**src/rtl/reg_write_scheduler_defs.sv**
```systemverilog
// Shared register-file constants, included by decode, writeback and the
// write scheduler. Holds no logic: only the register id/data widths and the
// id of the hard-wired zero register.
`ifndef REG_WRITE_SCHEDULER_DEFS_SV
`define REG_WRITE_SCHEDULER_DEFS_SV
`define REG_ID_W   5
`define REG_DATA_W 32
`define REG_ZERO   5'd0
`endif

```
**src/rtl/reg_write_scheduler_pkg.sv**
```systemverilog
// Package for the register write scheduler: register-file widths (taken from
// the shared header) and the write-port source selection type.
package reg_write_scheduler_pkg;
    `include "reg_write_scheduler_defs.sv"

    localparam int unsigned REG_ID_W   = `REG_ID_W;
    localparam int unsigned REG_DATA_W = `REG_DATA_W;
    localparam logic [REG_ID_W-1:0] REG_ZERO = `REG_ZERO;

    // Source driving the register-file write port in the current cycle.
    typedef enum logic [2:0] {
        SEL_NONE,
        SEL_PRIMARY,
        SEL_HEAD,
        SEL_DEAD,
        SEL_BYPASS
    } port_sel_e;
endpackage

```
**src/rtl/reg_write_queue.sv**
```systemverilog
// Secondary write queue. DEPTH entries, FIFO order, with a live bit per entry.
// Ports:
//   clock, reset_n          clock, synchronous active-low reset
//   push/push_id/push_value enqueue at tail (ignored when full)
//   pop                     drop head (ignored when empty)
//   kill/kill_id            clear live bit of every entry with id kill_id
//   query_rs_id/query_rt_id pending lookups against live entries
//   head_live/id/value      head entry view (head_live=0 when empty)
//   count                   occupied entries, dead ones included
//   rs_pending/rt_pending   some live entry matches the query id (0 for $0)
import reg_write_scheduler_pkg::*;

module reg_write_queue #(
    parameter int unsigned DEPTH  = 4,
    parameter int unsigned ID_W   = REG_ID_W,
    parameter int unsigned DATA_W = REG_DATA_W,
    parameter int unsigned CNT_W  = $clog2(DEPTH) + 1
) (
    input  logic              clock,
    input  logic              reset_n,
    input  logic              push,
    input  logic [ID_W-1:0]   push_id,
    input  logic [DATA_W-1:0] push_value,
    input  logic              pop,
    input  logic              kill,
    input  logic [ID_W-1:0]   kill_id,
    input  logic [ID_W-1:0]   query_rs_id,
    input  logic [ID_W-1:0]   query_rt_id,
    output logic              head_live,
    output logic [ID_W-1:0]   head_id,
    output logic [DATA_W-1:0] head_value,
    output logic [CNT_W-1:0]  count,
    output logic              rs_pending,
    output logic              rt_pending
);
    localparam int unsigned IDX_W = $clog2(DEPTH);

    logic [ID_W-1:0]   ids  [DEPTH];
    logic [DATA_W-1:0] vals [DEPTH];
    logic [DEPTH-1:0]  live, live_next;
    logic [IDX_W-1:0]  head_ptr, tail_ptr;
    logic [CNT_W-1:0]  count_q;
    logic              do_push, do_pop;

    // Explicit wrap so non-power-of-two depths stay modulo DEPTH.
    function automatic logic [IDX_W-1:0] bump(input logic [IDX_W-1:0] p);
        return (p == IDX_W'(DEPTH - 1)) ? '0 : p + 1'b1;
    endfunction

    assign do_push = push && (count_q < CNT_W'(DEPTH));
    assign do_pop  = pop && (count_q != '0);

    always_comb begin
        live_next = live;
        for (int unsigned i = 0; i < DEPTH; i++) begin
            if (kill && ids[i] == kill_id) live_next[i] = 1'b0;
        end
        if (do_pop)  live_next[head_ptr] = 1'b0;
        if (do_push) live_next[tail_ptr] = 1'b1;
    end

    always_ff @(posedge clock) begin
        if (!reset_n) begin
            head_ptr <= '0;
            tail_ptr <= '0;
            count_q  <= '0;
            live     <= '0;
        end else begin
            live <= live_next;
            if (do_push) tail_ptr <= bump(tail_ptr);
            if (do_pop)  head_ptr <= bump(head_ptr);
            if (do_push && !do_pop)      count_q <= count_q + 1'b1;
            else if (do_pop && !do_push) count_q <= count_q - 1'b1;
        end
    end

    always_ff @(posedge clock) begin
        if (do_push) begin
            ids[tail_ptr]  <= push_id;
            vals[tail_ptr] <= push_value;
        end
    end

    // Unoccupied slots are never live, so scanning every slot is exact.
    always_comb begin
        rs_pending = 1'b0;
        rt_pending = 1'b0;
        for (int unsigned i = 0; i < DEPTH; i++) begin
            if (live[i] && ids[i] == query_rs_id) rs_pending = 1'b1;
            if (live[i] && ids[i] == query_rt_id) rt_pending = 1'b1;
        end
        if (query_rs_id == '0) rs_pending = 1'b0;
        if (query_rt_id == '0) rt_pending = 1'b0;
    end

    assign head_live  = (count_q != '0) && live[head_ptr];
    assign head_id    = ids[head_ptr];
    assign head_value = vals[head_ptr];
    assign count      = count_q;
endmodule

```
**src/rtl/reg_write_scheduler.sv**
```systemverilog
// Register-file write port arbiter. The writeback stage (primary) always wins;
// long-latency results (secondary) wait in a reg_write_queue and drain on
// cycles where the primary is idle or writes $0. A primary write kills stale
// queued writes to the same register. All port outputs are combinational.
// Optional build macro: REG_WRITE_SCHED_BYPASS_EN -- when defined, a secondary
// write arriving to an empty queue on an idle port is written the same cycle.
// Ports:
//   clock, reset_n                          clock, synchronous active-low reset
//   wb_write/wb_write_id/wb_write_value     primary write request
//   sec_valid/sec_ready/sec_write_id/value  secondary write handshake
//   query_rs_id/query_rt_id, rs/rt_pending  RAW lookup against queued writes
//   control_reg_write/control_write_id/reg_write_value  write port
//   queue_count                             occupied queue entries
import reg_write_scheduler_pkg::*;

module reg_write_scheduler #(
    parameter int unsigned DEPTH  = 4,
    parameter int unsigned ID_W   = REG_ID_W,
    parameter int unsigned DATA_W = REG_DATA_W
) (
    input  logic                       clock,
    input  logic                       reset_n,
    input  logic                       wb_write,
    input  logic [ID_W-1:0]            wb_write_id,
    input  logic [DATA_W-1:0]          wb_write_value,
    input  logic                       sec_valid,
    output logic                       sec_ready,
    input  logic [ID_W-1:0]            sec_write_id,
    input  logic [DATA_W-1:0]          sec_write_value,
    input  logic [ID_W-1:0]            query_rs_id,
    input  logic [ID_W-1:0]            query_rt_id,
    output logic                       rs_pending,
    output logic                       rt_pending,
    output logic                       control_reg_write,
    output logic [ID_W-1:0]            control_write_id,
    output logic [DATA_W-1:0]          reg_write_value,
    output logic [$clog2(DEPTH):0]     queue_count
);
    localparam int unsigned CNT_W = $clog2(DEPTH) + 1;

    logic              wb_active, q_empty, accept, bypass_take;
    logic              push, pop, head_live, q_rs, q_rt;
    logic [ID_W-1:0]   head_id;
    logic [DATA_W-1:0] head_value;
    logic [CNT_W-1:0]  count;
    port_sel_e         sel;

    assign wb_active = wb_write && (wb_write_id != '0);
    assign q_empty   = (count == '0);
    // Readiness uses pre-pop occupancy: a full queue refuses even while popping.
    assign sec_ready = reset_n && (count < CNT_W'(DEPTH));
    assign accept    = sec_valid && sec_ready;

`ifdef REG_WRITE_SCHED_BYPASS_EN
    assign bypass_take = reset_n && q_empty && !wb_active && sec_valid && (sec_write_id != '0);
`else
    assign bypass_take = 1'b0;
`endif

    // $0 writes and writes overtaken by a same-id primary are acked and dropped.
    assign push = accept && (sec_write_id != '0) && !bypass_take
               && !(wb_active && sec_write_id == wb_write_id);
    assign pop  = reset_n && !q_empty && !wb_active;

    always_comb begin
        sel = SEL_NONE;
        if (!reset_n)          sel = SEL_NONE;
        else if (wb_active)    sel = SEL_PRIMARY;
        else if (bypass_take)  sel = SEL_BYPASS;
        else if (!q_empty)     sel = head_live ? SEL_HEAD : SEL_DEAD;
    end

    always_comb begin
        control_reg_write = 1'b0;
        control_write_id  = head_id;
        reg_write_value   = head_value;
        case (sel)
            SEL_PRIMARY: begin
                control_reg_write = 1'b1;
                control_write_id  = wb_write_id;
                reg_write_value   = wb_write_value;
            end
            SEL_BYPASS: begin
                control_reg_write = 1'b1;
                control_write_id  = sec_write_id;
                reg_write_value   = sec_write_value;
            end
            SEL_HEAD: control_reg_write = 1'b1;
            default:  control_reg_write = 1'b0;
        endcase
    end

    reg_write_queue #(
        .DEPTH  (DEPTH),
        .ID_W   (ID_W),
        .DATA_W (DATA_W),
        .CNT_W  (CNT_W)
    ) u_queue (
        .clock       (clock),
        .reset_n     (reset_n),
        .push        (push),
        .push_id     (sec_write_id),
        .push_value  (sec_write_value),
        .pop         (pop),
        .kill        (wb_active),
        .kill_id     (wb_write_id),
        .query_rs_id (query_rs_id),
        .query_rt_id (query_rt_id),
        .head_live   (head_live),
        .head_id     (head_id),
        .head_value  (head_value),
        .count       (count),
        .rs_pending  (q_rs),
        .rt_pending  (q_rt)
    );

    // Live bits may be stale until the first reset edge, so gate lookups too.
    assign rs_pending  = reset_n && q_rs;
    assign rt_pending  = reset_n && q_rt;
    assign queue_count = count;
endmodule

```
**config.mk**
```make
export PLATFORM = sky130hd
export DESIGN_NAME = reg_write_scheduler
export DESIGN_NICKNAME = d
export VERILOG_FILES = /design/src/rtl/reg_write_scheduler_pkg.sv /design/src/rtl/reg_write_queue.sv /design/src/rtl/reg_write_scheduler.sv
export VERILOG_INCLUDE_DIRS = /design/src /design/src/rtl
export SDC_FILE = /design/constraint.sdc
export NUM_CORES = 1
export LEC_CHECK = 0
export CORE_AREA = 10 10 135 137
export CTS_BUF_LIST = sky130_fd_sc_hd__clkbuf_2
export DETAILED_ROUTE_END_ITERATION = 10
export DIE_AREA = 0 0 145 147
export GPL_TIMING_DRIVEN = 0
export PLACE_DENSITY = 0.81
export SYNTH_ARGS = -nofsm -noshare
export SYNTH_HDL_FRONTEND = slang
export SYNTH_HIERARCHICAL = 1
export SYNTH_SLANG_ARGS = --single-unit
```
**constraint.sdc**
```tcl
create_clock -name clock -period 3.3 [get_ports clock]
set_input_delay 0.66 -clock clock [delete_from_list [all_inputs] [get_ports clock]]
set_output_delay 0.66 -clock clock [all_outputs]
set_load 0.02 [all_outputs]
```
==> reports/results.ini, run 1 <==
[cells_and_area]
fin_nets = 698
fin_area_mm2 = 0.00977
multi_input_area_mm2 = 0.00271
fillers = 1133
final_cell_mix = edfxtp_1, clkdlybuf4s50_1, xor2_1, buf_6, mux4_2
diodes = 0
ff_latch_area_mm2 = 0.00471
final_common_cell = edfxtp_1
synthToLayoutAreaGrowth_pct = 31.3
drive_gt1_share_pct = 34.9

[placement]
numPortBuffers = 121
pre_cts_slack_ns = -1.22
placed_area_mm2 = 0.00901
gp_congestion = 0.889
dp_hpwl_um = 12600

[yosys]
synth_nets = 529
ys_seq_elements = 161
yosysSeqAreaShare_pct = 63.2
netlist_instances = 430
synth-edff-count = 148
synth_cell_types = 36
syn_avg_cell_area_um2 = 17.3
ys_async_sr_fraction_pct = 0
yosysWarningCount = 6
synth_area_mm2 = 0.00744
synth_flop_cell = edfxtp_1

[grt]
grt_max_degree = 26
antenna_found_initial = 0
grt_use_total_pct = 17.4
overflow = 0
grt_pass1_wl_um = 28700
grt_pass1_vias = 5014

[critical_path]
crit_family = multiplexers
slowest_delay_ns = 0.52
arrival_ns = 3.00
worstPathRequired_ns = 2.64
crit_path_top_delay_cell = mux4_2
crit_type = flip-flop to output pin
worst_setup_path_end_kind = output pin
path_buf_inv = 3
crit_chain = mux4_2 > nor2b_4 > nand2b_4 > a21boi_2 > ha_2 > buf_12 > clkbuf_16 > mux2_4 > buf_6
crit_fanout = 8
startpoint_type = flip-flop

[clocking]
ctsHoldBuffers = 0
clk_latency_ns = 0.67
numCtsBuffers = 17
htreeDepth = 4
tritoncts = built
cts.path.max_buffers = 2
root_buffer = clkbuf_2
clock_sinks = 161
path_clk_slew_ns = 0.23

[power_and_ir_drop]
ir_drop_mv = 0.324
power_density_mw_per_mm2 = 522
power.leakage_nw = 3.43
power_mw = 5.10

[die]
initial_utilization_pct = 47.7
core_area_mm2 = 0.0156
io_pins = 132
die_area_mm2 = 0.0213
rows = 46
die_h_um = 147
fp.dieW_um = 145

[drt]
drc = 0
num_vias = 4477
drt_pass1_iterations = 5
wl_um = 18800
drt_iter0_markers = 369
vias_per_cell = 5.41
ant_nets = 0
wl_per_cell_um = 22.8

[sta]
fin_ws_ns = -0.365
hold_viol_final = 0
tightest_slew_ns = 0.477
max_slew_margin_pct = 68.0
period_share_pct = 111
setup_viol = 37
clock.fmax_mhz = 273
slew_viol_final = 0
skew_ns = 0.0403
rsz0062_at_grt = yes
fin_crit_ns = 3.66

[run]
maxCapViolations = 0

[status]
violations = setup timing
status = finished, violations left

[worst_hold_path]
hold_class = input port to flip-flop

state kept, by name, indices dropped and copies added, names as in the netlist, named ones only:
signal            cells
u_queue/vals        128
u_queue/tail_ptr      2
u_queue/count         3
u_queue/head_ptr      2
u_queue/ids          20
u_queue/live          4
cell usage after synthesis, drive strengths merged, types with 6 or more instances:
master    n  share of area (%)
xnor2    13                1.5
mux4     38                 12
nand3    13               0.87
inv       8               0.40
nand2     6               0.30
buf      22                2.5
ha       10                1.7
and2      7               0.59
mux2     37                5.6
nor4     12                1.0
dfxtp    13                3.5
nor2b    12                1.0
xor2     54                6.4
edfxtp  148                 60
worst register-to-register path, cell delays in order, from the launching register on:
cell,delay [ns]
dfxtp_1,0.42
or3_1,0.45
and3_1,0.20
nor2b_2,0.19
inv_1,0.15
ha_1,0.19
inv_1,0.06
fa_1,0.37
xor2_1,0.19
or3_1,0.30
a21boi_0,0.17
report_power, final:
part	total, mW	leakage, nW	internal [mW]	switching [mW]
sequential	2.39	1.45	2.33	0.0561
combinational	1.63	1.84	0.883	0.749
clock	1.08	0.138	0.414	0.664
total	5.10	3.43	3.63	1.47
kinds of logic (layout without fill, tap and decap cells):
family / count (synthesis) / after routing / synth area share [%]
buffers and inverters: 32 / 213 / 3.01
xor gates and xnor gates: 67 / 67 / 7.89
adders and majority gates: 11 / 11 / 1.95
and+or+nand+nor: 67 / 67 / 5.18
AOI/OAI and AO/OA: 16 / 16 / 1.51
DFF: 161 / 161 / 63.2
muxes: 76 / 76 / 17.2
worst paths after layout:
path	endpoint	slack, ns	depth (start not counted)	start
worst max-delay path	reg_write_value[12]	-0.36	9	u_queue/head_ptr[1]
worst min register to register	u_queue/count[2]	0.61	2	u_queue/count[2]
worst max register to register	u_queue/count[2]	0.56	10	u_queue/count[1]
worst min-delay path	u_queue/vals[0][9]	0.60	1	sec_write_value[9]
what timing repair did:
item,CTS,global route
setup buffers,23,3
gates resized for setup,277,32
cloned,3,1
setup endpoints to repair,40,39
pin swaps,3,2
per-stage QoR:
| stage | hold WS [ns] | setup TNS [ns] | std cells | util, % |
|---|---|---|---|---|
| after floorplan | 0.521 | 0 | 430 | - |
| after global placement | 0.541 | -260.49 | 767 | 57.2 |
| after detailed placement | 0.560 | -97.79 | 771 | 57.7 |
| after CTS | 0.520 | -16.34 | 828 | 62.4 |
| after global routing | 0.512 | -17.58 | 827 | 62.7 |
| final | 0.602 | -11.94 | 827 | 62.7 |
layout make-up:
class                   count  share of cell area (%)
flip-flops and latches    161                    48.2
multi-input cells         237                    27.7
repair buffers            150                    15.9
well taps                 216                    2.77
plain buffers              24                    2.60
clock inverters            14                    1.68
clock buffers              17                   0.871
inverters                   8                   0.307
layer usage:
| metal | track usage, % | wire length (um) | up-vias | share of wire (%) |
|---|---|---|---|---|
| met4 | 5.92 | 358 | 0 | 1.9 |
| li1 | - | - | 2004 | - |
| met2 | 29.5 | 9500 | 183 | 50 |
| met5 | 0 | 0 | - | 0 |
| met3 | 5.19 | 1380 | 29 | 7.3 |
| met1 | 20.9 | 7590 | 2261 | 40 |
Power figures use the tool's default switching activity.
==> run 2, diff against run 1 <==
Settings changed: CAP_MARGIN set to 15.
==> results of run 2 <==
The final DEF is identical to that of run 1; final timing and power are the same.
